===== src/rtl/trap_filter_ctrl.sv =====
`default_nettype none
// trap_filter_ctrl: configuration, warm-up gating and 2-deep output buffering
// for the trapezoidal shaping filter.  Rev 1.0
module trap_filter_ctrl #(
   parameter int N       = 16,
   parameter int PW      = 5,
   parameter int FLT_LAT = 5,
   parameter int CW      = 8
) (
   input  logic          clk,
   input  logic          reset,
   input  logic          cfg_we,
   input  logic [2:0]    cfg_addr,
   input  logic [PW-1:0] cfg_wdata,
   output logic          cfg_err,
   output logic          busy,
   input  logic [N-1:0]  in_data,
   input  logic          in_valid,
   output logic          in_ready,
   output logic          flt_en,
   output logic          flt_clr,
   output logic [N-1:0]  flt_din,
   output logic [PW-1:0] flt_k,
   output logic [PW-1:0] flt_l,
   output logic [PW-1:0] flt_m1,
   output logic [PW-1:0] flt_m2,
   input  logic [N-1:0]  flt_dout,
   output logic [N-1:0]  out_data,
   output logic          out_valid,
   input  logic          out_ready
);

   typedef enum logic [1:0] {
      S_IDLE   = 2'd0,
      S_FLUSH  = 2'd1,
      S_WARMUP = 2'd2,
      S_RUN    = 2'd3
   } state_t;

   localparam logic [PW+1:0] c_lat     = (PW+2)'(FLT_LAT);
   localparam logic [CW-1:0] c_cnt_max = '1;

   state_t         r_state, w_state_nxt;
   logic [PW-1:0]  r_k, r_l, r_m1, r_m2;
   logic           r_cfg_err;
   logic [CW-1:0]  r_cnt;
   logic           r_cap, r_cap_push;
   logic [N-1:0]   r_mem [2];
   logic           r_wr_ptr, r_rd_ptr;
   logic [1:0]     r_count;

   logic [PW+1:0]  w_t;
   logic           w_t_too_big;
   logic           w_ctrl, w_start, w_stop;
   logic           w_par_we, w_par_bad, w_par_ok, w_err;
   logic           w_in_ready, w_accept, w_push, w_pop;
   logic [CW-1:0]  w_cnt_inc;

   assign w_t         = {2'b00, r_k} + {2'b00, r_l} + c_lat;
   assign w_t_too_big = 32'(w_t) > 32'(c_cnt_max);

   assign w_ctrl   = cfg_we && (cfg_addr == 3'd4);
   assign w_stop   = w_ctrl && cfg_wdata[1];
   assign w_start  = w_ctrl && cfg_wdata[0] && !cfg_wdata[1];
   assign w_par_we = cfg_we && (cfg_addr < 3'd4);

   // l must never exceed k, whichever of the two is being rewritten
   assign w_par_bad = w_par_we &&
                      ((r_state != S_IDLE) ||
                       ((cfg_addr == 3'd0) && ((cfg_wdata == '0) || (r_l > cfg_wdata))) ||
                       ((cfg_addr == 3'd1) && (cfg_wdata > r_k)));
   assign w_par_ok  = w_par_we && !w_par_bad;
   assign w_err     = w_par_bad || (cfg_we && (cfg_addr > 3'd4)) ||
                      (w_start && (r_state == S_IDLE) && w_t_too_big);

   assign w_in_ready = ((r_state == S_WARMUP) || (r_state == S_RUN)) &&
                       ((r_count + {1'b0, r_cap}) < 2'd2);
   assign w_accept   = in_valid && w_in_ready;
   assign w_cnt_inc  = (r_cnt == c_cnt_max) ? r_cnt : r_cnt + 1'b1;
   assign w_push     = r_cap_push;
   assign w_pop      = (r_count != 2'd0) && out_ready;

   always_comb begin
      w_state_nxt = r_state;
      case (r_state)
         S_IDLE:   if (w_start && !w_t_too_big) w_state_nxt = S_FLUSH;
         S_FLUSH:  w_state_nxt = w_stop ? S_IDLE : S_WARMUP;
         S_WARMUP: begin
            if (w_stop)
               w_state_nxt = S_IDLE;
            else if (w_accept && (32'(w_cnt_inc) == 32'(w_t)))
               w_state_nxt = S_RUN;
         end
         S_RUN:    if (w_stop) w_state_nxt = S_IDLE;
         default:  w_state_nxt = S_IDLE;
      endcase
   end

   always_ff @(posedge clk or negedge reset) begin
      if (!reset) begin
         r_state   <= S_IDLE;
         r_cfg_err <= 1'b0;
         r_k       <= PW'(13);
         r_l       <= PW'(6);
         r_m1      <= PW'(16);
         r_m2      <= PW'(1);
      end else begin
         r_state   <= w_state_nxt;
         r_cfg_err <= w_err;
         if (w_par_ok) begin
            case (cfg_addr)
               3'd0:    r_k  <= cfg_wdata;
               3'd1:    r_l  <= cfg_wdata;
               3'd2:    r_m1 <= cfg_wdata;
               default: r_m2 <= cfg_wdata;
            endcase
         end
      end
   end

   // a sample's response appears on flt_dout one edge after it is accepted
   always_ff @(posedge clk or negedge reset) begin
      if (!reset) begin
         r_cnt      <= '0;
         r_cap      <= 1'b0;
         r_cap_push <= 1'b0;
      end else begin
         r_cap      <= w_accept;
         r_cap_push <= w_accept && (r_state == S_RUN);
         if (r_state == S_FLUSH)
            r_cnt <= '0;
         else if ((r_state == S_WARMUP) && w_accept)
            r_cnt <= w_cnt_inc;
      end
   end

   always_ff @(posedge clk or negedge reset) begin
      if (!reset) begin
         r_mem[0] <= '0;
         r_mem[1] <= '0;
         r_wr_ptr <= 1'b0;
         r_rd_ptr <= 1'b0;
         r_count  <= 2'd0;
      end else begin
         if (w_push) begin
            r_mem[r_wr_ptr] <= flt_dout;
            r_wr_ptr        <= ~r_wr_ptr;
         end
         if (w_pop)
            r_rd_ptr <= ~r_rd_ptr;
         case ({w_push, w_pop})
            2'b10:   r_count <= r_count + 2'd1;
            2'b01:   r_count <= r_count - 2'd1;
            default: r_count <= r_count;
         endcase
      end
   end

   assign cfg_err   = r_cfg_err;
   assign busy      = (r_state != S_IDLE);
   assign in_ready  = w_in_ready;
   assign flt_en    = w_accept;
   assign flt_clr   = (r_state == S_FLUSH);
   assign flt_din   = in_data;
   assign flt_k     = r_k;
   assign flt_l     = r_l;
   assign flt_m1    = r_m1;
   assign flt_m2    = r_m2;
   assign out_data  = r_mem[r_rd_ptr];
   assign out_valid = (r_count != 2'd0);

endmodule
`default_nettype wire


===== config.mk =====
export PLATFORM = sky130hd
export DESIGN_NAME = trap_filter_ctrl
export DESIGN_NICKNAME = d
export VERILOG_FILES = /design/src/rtl/trap_filter_ctrl.sv
export SDC_FILE = /design/constraint.sdc
export NUM_CORES = 1
export LEC_CHECK = 0
export ABC_AREA = 1
export BUFFER_PORTS_ARGS = -buffer_cell sky130_fd_sc_hd__buf_2
export CORE_MARGIN = 3
export CORE_UTILIZATION = 30
export DETAILED_ROUTE_END_ITERATION = 8
export GPL_ROUTABILITY_DRIVEN = 0
export SYNTH_ARGS = -nofsm -noshare
export SYNTH_HDL_FRONTEND = slang
export SYNTH_SLANG_ARGS = --single-unit
export TNS_END_PERCENT = 20

===== constraint.sdc =====
create_clock -name clk -period 4.1 [get_ports clk]
set_input_delay 0.41 -clock clk [delete_from_list [all_inputs] [get_ports clk]]
set_output_delay 0.41 -clock clk [all_outputs]
set_load 0.02 [all_outputs]

==> flow_summary.toml, run 1 <==
[logic_synthesis]
synthFlopType = "dfrtp_1"
synthSimpleGateAreaFrac = 0.305
synth_top_family_by_area = "simple AND/OR/NAND/NOR gates"
syn_avg_cell_area_sq_um = 7.64
ys_ff_latch = 69
synth_cell_types = 34
syn_area_sq_mm = 0.00408
synthAdderAreaFrac = 0.0693
synth_xor_area_frac = 0.0107
synth_edf_count = 0
synth_compound_area_frac = 0.0794
yosys_warnings = 0
seq_area_frac_synth = 0.425
synth_nets = 601
async_flop_share = 1.00
synthMuxAreaShare = 0
netlist_instances = 534

[worst_setup_path]
timing.rr.end = "flt_m2[2]"
critPathKind = "reg -> out"
critPathMaxFanout = 17
cp.required_ps = 3690
worst_setup_path_start_kind = "flop"
reg2reg_slack_ps = 1680
reg2reg_depth = 11
reg2reg_from = "flt_l[2]"
critPathArrivalTime_ps = 2220
crit_path_end_kind = "output port"

[clocking]
cts_tree = "yes"
cts_max_path_buffers = 2
cts_max_level = 3
ctsResizeCount = 0
clk_pin_slew_worst_paths_ps = 50
cts.sinks = 69
root_buffer = "clkbuf_16"
cts_hold_buf = 0
post_cts_buffers = 0
cts-buffers-inserted = 9
insertion_delay_ps = 330

[floorplan]
die_area_sq_mm = 0.0150
ios = 103
initial_core_util = 0.314
dieWidth_um = 123
rows = 41
coreArea_sq_mm = 0.0130
die_h_um = 123

[detailed_routing]
wl_met1_mm = 4.64
vias = 3597
drt_wl_total_mm = 9.98
top_layer = "met4"
drtAntennaViolNets = 0
viasPerCell = 4.72
wl_met3_um = 673
dr.first_iter.drc_count = 158
drt_pre_antenna_iters = 5
wl_met2_mm = 4.58
drc = 0
wl_per_cell_um = 13.1

[sta]
report.final.slew_viol_count = 0
max_freq_mhz = 380
fin_setup_tns_ps = 0
relSlewSlack = 0.360
holdWs_ps = 224
worst_pin_slew_ps = 958
rsz0062_at_grt = "false"
fin_crit_sh = 0.641
period_minus_slack_ps = 2630
clock_skew_ps = 7.49
hold_violations = 0
setup_viol = 0

[global_routing]
grt_start_max_net_pins = 42
grt_overflow = 0
first_global_vias = 3552
grt_usage = 0.139
grt_pass1_wl_mm = 16.7
antenna_found_initial = 0

[cells_and_area]
area_growth_pct = 17.5
num_antenna_cells = 0
drive_gt1_frac = 0.190
fin_nets = 652
num-fill-cells = 1344

[run]
maxCapViolations = 0

[place]
numPortBuffers = 70
hpwl_mm = 7.32

[power_and_ir_drop]
ir_drop_uv = 208
power_density_mw_per_mm2 = 663
finalPower_mw = 3.18
p_leak_nw = 2.60

[status]
status = "finished, final reports clean"

[hold_path]
worstHoldPathType = "in -> async"
-- layout make-up --
| type | instances | area, sq um | share of cell area |
|---|---|---|---|
| clock buffers | 11 | 253 | 0.0527 |
| clock inverters | 5 | 81.3 | 0.0170 |
| inverters | 69 | 259 | 0.0540 |
| multi-input cells | 365 | 1890 | 0.395 |
| flip-flops and latches | 69 | 1740 | 0.362 |
| well taps | 172 | 215 | 0.0449 |
| repair buffers | 71 | 358 | 0.0746 |
-- kinds of logic after synthesis --
kind of cell / after synthesis
flops: 69
simple gates: 279
xor+xnor: 5
buf+inv: 100
fa+ha+maj: 22
compound gates: 59
-- where the power goes --
part	total (mW)	internal (mW)	switching, mW
sequential	1.12	0.937	0.188
clock	0.859	0.566	0.292
combinational	1.20	0.418	0.779
total	3.18	1.92	1.26
-- state kept, by name, indices dropped and copies added (netlist names), 2 cells and up --
register and count:
r_mem 32, r_cnt 8, flt_k 5, flt_l 5, flt_m1 5, flt_m2 5, r_count 2, r_state 2
-- layer usage --
layer / up-vias / track usage
li1: 1805 / -
met1: 1673 / 0.181
met2: 105 / 0.222
met3: 14 / 0.0502
met4: 0 / 0.0343
met5: - / 0
-- cells in the final DEF (no fill, tap or decap), drive strengths merged --
cell,count
o22ai,3
nor3b,1
xnor2,3
ha,21
or2,2
fa,1
nand4,22
buf,71
nor2,20
nand3b,5
o21bai,1
dfrtp,62
clkinvlp,1
inv,69
clkbuf,11
nand2,188
dfstp,7
clkinv,2
nand3,35
o21ai,48
bufinv,2
xor2,2
a21oi,7
nor3,6
-- stage by stage --
| stage | instances | util | instance area, sq um | worst slack (ps) |
|---|---|---|---|---|
| 5_1_grt | 762 | 0.370 | 4800 | 1250 |
| 4_1_cts | 762 | 0.370 | 4800 | 1410 |
| 3_5_place_dp | 746 | 0.344 | 4460 | 1600 |
| 2_1_floorplan | 534 | - | 4080 | 1810 |
| 6_report | 762 | 0.370 | 4800 | 1470 |
| 3_3_place_gp | 746 | 0.344 | 4460 | 1720 |
-- cell usage after synthesis (3+ instances only) --
library cell | count | share of area
a21oi_1 | 6 | 0.0074
buf_1 | 3 | 0.0028
buf_4 | 16 | 0.029
clkbuf_1 | 10 | 0.0092
dfrtp_1 | 62 | 0.38
dfstp_2 | 7 | 0.045
ha_1 | 21 | 0.064
inv_1 | 66 | 0.061
nand2_1 | 186 | 0.17
nand3_1 | 31 | 0.038
nand3_2 | 4 | 0.0098
nand3b_1 | 5 | 0.0092
nand4_1 | 22 | 0.034
nor2_1 | 18 | 0.017
nor3_1 | 4 | 0.0049
o21ai_0 | 43 | 0.053
o21ai_2 | 3 | 0.0064
o22ai_1 | 3 | 0.0046
xnor2_1 | 3 | 0.0064
-- worst max-delay path, cell delays in order, from the launching register on --
cell and delay, ps:
dfrtp_1 760, clkinv_1 680, nand2_1 190, nand2_1 80, buf_2 160
-- how the worst max path moves through the flow --
| stage | startpoint | endpoint | cells after the start |
|---|---|---|---|
| floorplan | flt_k[0] | r_state[0] | 18 |
| global placement | cfg_wdata[4] | flt_m2[2] | 12 |
| detailed placement | cfg_wdata[4] | flt_m2[2] | 12 |
| CTS | r_rd_ptr | out_data[2] | 4 |
| global route | r_rd_ptr | out_data[3] | 4 |
| finish | r_rd_ptr | out_data[3] | 4 |
Power figures use the tool's default switching activity.
==> run 2: changes to the inputs <==
ABC_AREA = 0   (was 1)
clock period = 2.51 ns   (was 4.1 ns; I/O delays follow)
==> run 2 against run 1 <==
Compared with the run above:
- register-to-register slack lost 1600 ps
- clock power grew 71%
- routed wire length shrank 14%
- die area shrank 6.4%
- cell area shrank 3.1%
- combinational power grew to 2.6 times the previous value
- utilization grew 1.1 points
- power grew 100%
- hold slack lost 220 ps
- synthesized cell count shrank 36%
- clock-buffer cell count shrank 2
- global-route usage shrank 1.1 points
- largest power group unchanged
==> flow_summary.toml, run 2 <==
[power_and_ir_drop]
power_density_mw_per_mm2 = 1390
power_frac_comb = 0.479
ir_drop_uv = 666
p_seq_frac = 0.292
switching_share = 0.385
intPower_mw = 3.96
p_leak_nw = 2.29
switching_power_mw = 2.48
finalPower_mw = 6.44
p_clk_frac = 0.229

[global_routing]
grt_start_max_net_pins = 37
busiest_layer = "met2"
antenna_found_initial = 0
grt_pass1_wl_mm = 14.3
grt_overflow = 0
grt_usage = 0.129
grt_use_met1 = 0.155
use_met3 = 0.0421
first_global_vias = 2883
grt_use_met2 = 0.215

[worst_setup_path]
crit_path_end_kind = "flop"
cp.required_ps = 2740
worst_setup_path_start_kind = "flop"
reg2reg_depth = 11
critPathArrivalTime_ps = 2650
critPathKind = "reg -> reg"
critPathMaxFanout = 4

[floorplan]
ios = 103
die_h_um = 119
initial_core_util = 0.312
die_area_sq_mm = 0.0141
rows = 40
coreArea_sq_mm = 0.0122
dieWidth_um = 119

[sta]
worst_slack_ps = 82.3
clock_skew_ps = 5.85
period_minus_slack_ps = 2430
worst_pin_slew_ps = 795
max_freq_mhz = 412
setup_viol = 0
relSlewSlack = 0.470
hold_violations = 0
fin_crit_sh = 0.967
fin_setup_tns_ps = 0
rsz0062_at_grt = "true"
report.final.slew_viol_count = 0

[cells_and_area]
num-fill-cells = 1237
area_growth_pct = 22.1
design_area_sq_mm = 0.00465
num_antenna_cells = 0
top_regs = "r_mem: 32 flops, r_cnt: 8 flops"
largest_reg_flops = 32
instances_no_fill = 582
fin_nets = 476
drive_gt1_frac = 0.394
final_cell_mix = "70 x buf_2, 62 x dfrtp_1, 51 x mux2_2, 22 x nand2_1, 21 x inv_1"
regMostFlops = "r_mem"
final_common_cell = "buf_2"

[detailed_routing]
drt_pre_antenna_iters = 4
drtAntennaViolNets = 0
viasPerCell = 4.66
vias = 2714
dr.first_iter.drc_count = 123
drt_wl_total_mm = 8.57
drc = 0
wl_per_cell_um = 14.7

[logic_synthesis]
synth.area.top_cells = "dfrtp_1 41%, mux2_2 15%, ha_1 6.9%"
ys_ff_latch = 69
netlist_instances = 343
yosys_warnings = 0
synthTopCellsByCount = "62 x dfrtp_1, 51 x mux2_2, 23 x inv_1"
synth_cell_types = 46
seq_area_frac_synth = 0.456
synth_top_cell_by_area = "dfrtp_1"
yosysMostFrequentCell = "dfrtp_1"
synth_nets = 410
synth_edf_count = 0
synthFlopType = "dfrtp_1"
synth_top_area_frac = 0.408
async_flop_share = 1.00
syn_area_sq_mm = 0.00381
syn_avg_cell_area_sq_um = 11.1

[clocking]
cts_tree = "yes"
cts_hold_buf = 0
insertion_delay_ps = 340
clk_pin_slew_worst_paths_ps = 60
cts.sinks = 69
cts_max_level = 3
cts-buffers-inserted = 9
root_buffer = "clkbuf_16"
cts_max_path_buffers = 2

[status]
status = "finished, final reports clean"

[place]
hpwl_mm = 6.51
placed_cell_area_sq_mm = 0.00427
dp.cells = 564
numPortBuffers = 70
dp_worst_setup_slack_ps = -46.7

[hold_path]
worstHoldPathType = "in -> async"

[run]
maxCapViolations = 0
## run 2: through the flow
stage / util / hold WS (ps)
after floorplan: - / -44.6
after global placement: 0.349 / 388
after detailed placement: 0.349 / 389
after CTS: 0.378 / 21.2
after global routing: 0.380 / 60.8
final: 0.380 / 1.44
## run 2: layout make-up
cell class / count / area (sq um) / share of cell area
Clock inverter: 7 / 121 / 0.0261
Tap cell: 168 / 210 / 0.0452
Inverter: 23 / 86.3 / 0.0186
Sequential cell: 69 / 1740 / 0.374
Multi-Input combinational cell: 229 / 1850 / 0.399
Clock buffer: 9 / 225 / 0.0485
Timing Repair Buffer: 77 / 415 / 0.0894
## run 2: timing repair
action	in CTS	in global routing
pin swaps	5	6
setup endpoints to repair	1	6
gates cloned	0	0
endpoints found under the hold margin	0	0
buffers inserted	1	1
resized for setup	2	7
## run 2: routing by layer
layer	vias up	share of wire
li1	1322	-
met1	1324	0.45
met2	58	0.49
met3	10	0.049
met4	0	0.014
met5	-	0
## run 2: final timing paths
path | slack [ps] | end | from
min in group clk | 160 | r_mem[24] | flt_dout[8]
worst min register to register | 470 | flt_m2[2] | flt_m2[2]
worst min-delay path | 1 | flt_m2[4] | reset
worst max-delay path | 80 | r_state[0] | flt_k[0]
worst max register to register | 80 | r_state[0] | flt_k[0]
max in group asynchronous | 1850 | r_mem[30] | reset
## run 2: cell families after synthesis
group	after synthesis	share of synthesized area
xor gates and xnor gates	16	0.0368
DFF	69	0.456
buffers and inverters	45	0.0625
and+or+nand+nor	84	0.116
muxes	63	0.182
adders and majority gates	22	0.0743
AOI/OAI and AO/OA	44	0.0723
## run 2: power groups by stage
| stage | Sequential (mW) | Clock (mW) | Combinational [mW] |
|---|---|---|---|
| floorplan | 1.97 | 0 | 2.08 |
| global placement | 1.87 | 0 | 2.89 |
| detailed placement | 1.90 | 0 | 2.97 |
| CTS | 1.88 | 1.51 | 3.05 |
| global route | 1.95 | 1.56 | 3.42 |
| finish | 1.88 | 1.47 | 3.09 |
## run 2: critical path, cell delays in order (launching register included)
cell and delay, ps:
dfstp_2 540, inv_2 40, ha_2 160, inv_1 50, ha_2 180, inv_2 40
fa_2 550, nor2_1 50, a21o_1 170, a21boi_1 140, o221ai_1 140, a41o_1 260
==> run 3: changes to the inputs <==
--- a/config.mk
+++ b/config.mk
@@ -12,4 +12,6 @@
 export DETAILED_ROUTE_END_ITERATION = 8
 export GPL_ROUTABILITY_DRIVEN = 0
+export REMOVE_ABC_BUFFERS = 1
+export SLEW_MARGIN = 5
 export SYNTH_ARGS = -nofsm -noshare
 export SYNTH_HDL_FRONTEND = slang
==> constraint.sdc (replaced) <==
create_clock -name clk -period 2.51 [get_ports clk]
set_input_delay 0.3765 -clock clk [delete_from_list [all_inputs] [get_ports clk]]
set_output_delay 0.3765 -clock clk [all_outputs]
set_load 0.02 [all_outputs]
==> run 3 against run 2 <==
Compared with the run above:
- hold slack gained 80 ps
- sequential power is essentially flat
- largest power group unchanged
- register-to-register slack is essentially flat
==> flow_summary.toml, run 3 (synthesis results as in run 2) <==
[sta]
rsz0062_at_grt = "false"
clock_skew_ps = 8.37
report.final.slew_viol_count = 0
setup_viol = 0
relSlewSlack = 0.503
fin_crit_sh = 0.963
period_minus_slack_ps = 2420
worst_pin_slew_ps = 745
hold_violations = 0
worst_slack_ps = 92.1
max_freq_mhz = 414

[hold_path]
worstHoldPathType = "in -> async"

[cells_and_area]
num_antenna_cells = 0
largest_reg_flops = 32
utilization = 0.382
fin_nets = 482
drive_gt1_frac = 0.395
num-fill-cells = 1211
regMostFlops = "r_mem"
multi_input_area_sq_mm = 0.00184
top_regs = "r_mem: 32 flops, r_cnt: 8 flops"
area_growth_pct = 22.6
final_common_cell = "buf_2"
seqCellArea_sq_mm = 0.00174
final_cell_mix = "70 x buf_2, 62 x dfrtp_1, 51 x mux2_2, 22 x nand2_1, 21 x inv_1"

[power_and_ir_drop]
p_leak_nw = 2.31
power_density_mw_per_mm2 = 1370
ir_drop_uv = 533

[floorplan]
initial_core_util = 0.312
die_area_sq_mm = 0.0141
dieWidth_um = 119
ios = 103
coreArea_sq_mm = 0.0122
rows = 40
die_h_um = 119

[clocking]
root_buffer = "clkbuf_16"
clk_pin_slew_worst_paths_ps = 60
cts_max_path_buffers = 2
cts-buffers-inserted = 9
cts.sinks = 69
cts_hold_buf = 0
cts_max_level = 3
insertion_delay_ps = 330
cts_tree = "yes"

[worst_setup_path]
slowest_delay_ps = 540
critical_path_buf_inv_count = 3
path_cells = "inv_2, ha_2, inv_1, ha_2, inv_2, fa_1, and2_1, a21o_1, a21boi_1, o221ai_1, a41o_1"
crit_path_end_kind = "flop"
slowest_stage = "dfstp_2"
crit_family = "adder cells"
cp.required_ps = 2720
worst_setup_path_start_kind = "flop"
critPathMaxFanout = 3
critPathArrivalTime_ps = 2630
critPathKind = "reg -> reg"

[place]
hpwl_mm = 6.67
numPortBuffers = 70
dp_worst_setup_slack_ps = -39.6

[detailed_routing]
drt_wl_total_mm = 8.92
viasPerCell = 4.77
dr.first_iter.drc_count = 162
drtAntennaViolNets = 0
vias = 2806
drt_pre_antenna_iters = 4
drc = 0
wl_per_cell_um = 15.2

[status]
status = "finished, final reports clean"

[global_routing]
use_met3 = 0.0507
busiest_layer = "met2"
antenna_found_initial = 0
grt_start_max_net_pins = 34
grt_use_met1 = 0.162
grt_usage = 0.130
grt_overflow = 0
first_global_vias = 2859
grt_pass1_wl_mm = 14.8
grt_use_met2 = 0.212

[run]
maxCapViolations = 0
[run 3: cell count changes in the layout (fill, tap and decap cells not counted), sizes merged]
cell	delta
buf	+6
bufinv	-1
inv	+1
[run 3: cell type report]
type                    instances  share of cell area
multi-input cells             229               0.395
flip-flops and latches         69               0.372
repair buffers                 83              0.0987
clock buffers                   9              0.0483
well taps                     168              0.0451
clock inverters                 7              0.0228
inverters                      23              0.0185
[run 3: timing repair]
item | 4_1_cts | 5_1_grt
gates cloned | 0 | 0
setup endpoints to repair | 1 | 1
pin swaps | 2 | 6
setup buffers | 1 | 1
resized for setup | 2 | 4
[run 3: path summary, 6_finish.rpt]
| check | startpoint | end | slack [ps] | depth (start not counted) |
|---|---|---|---|---|
| hold reg to reg | flt_m1[0] | flt_m1[0] | 470 | 2 |
| setup / recovery | flt_k[0] | r_state[0] | 90 | 11 |
| setup reg to reg | flt_k[0] | r_state[0] | 90 | 11 |
| max in group asynchronous | reset | cfg_err | 1800 | 2 |
| min in group clk | flt_dout[10] | r_mem[10] | 290 | 2 |
| hold / removal | reset | r_mem[5] | 80 | 1 |
[run 3: power by group]
| part | internal, mW | leakage, nW | switching [mW] |
|---|---|---|---|
| clock | 0.888 | 0.163 | 0.519 |
| sequential | 1.53 | 0.856 | 0.343 |
| combinational | 1.44 | 1.29 | 1.65 |
[run 3: routing by layer]
metal	routed length, um	vias to the layer above
met2	4290	99
met1	3870	1371
met4	29	0
li1	-	1334
met3	720	2
met5	0	-
[run 3: stage by stage]
stage / hold WS (ps) / setup TNS (ps) / power [mW] / instance area (sq um) / cells
after global placement: 431 / 0 / 4.79 / 4310 / 570
after global routing: 110 / 0 / 6.87 / 4670 / 588
after CTS: 95.3 / 0 / 6.38 / 4650 / 587
after floorplan: 80.9 / 0 / 4.00 / 3650 / 321
after detailed placement: 444 / -39.6 / 4.86 / 4310 / 570
final: 81.0 / 0 / 6.37 / 4670 / 588
[run 3: worst reg2reg max path, stage by stage, from the launching register on]
cell and delay (ps):
dfstp_2 540, inv_2 40, ha_2 160, inv_1 50, ha_2 170, inv_2 40
fa_1 470, and2_1 170, a21o_1 170, a21boi_1 120, o221ai_1 120, a41o_1 250
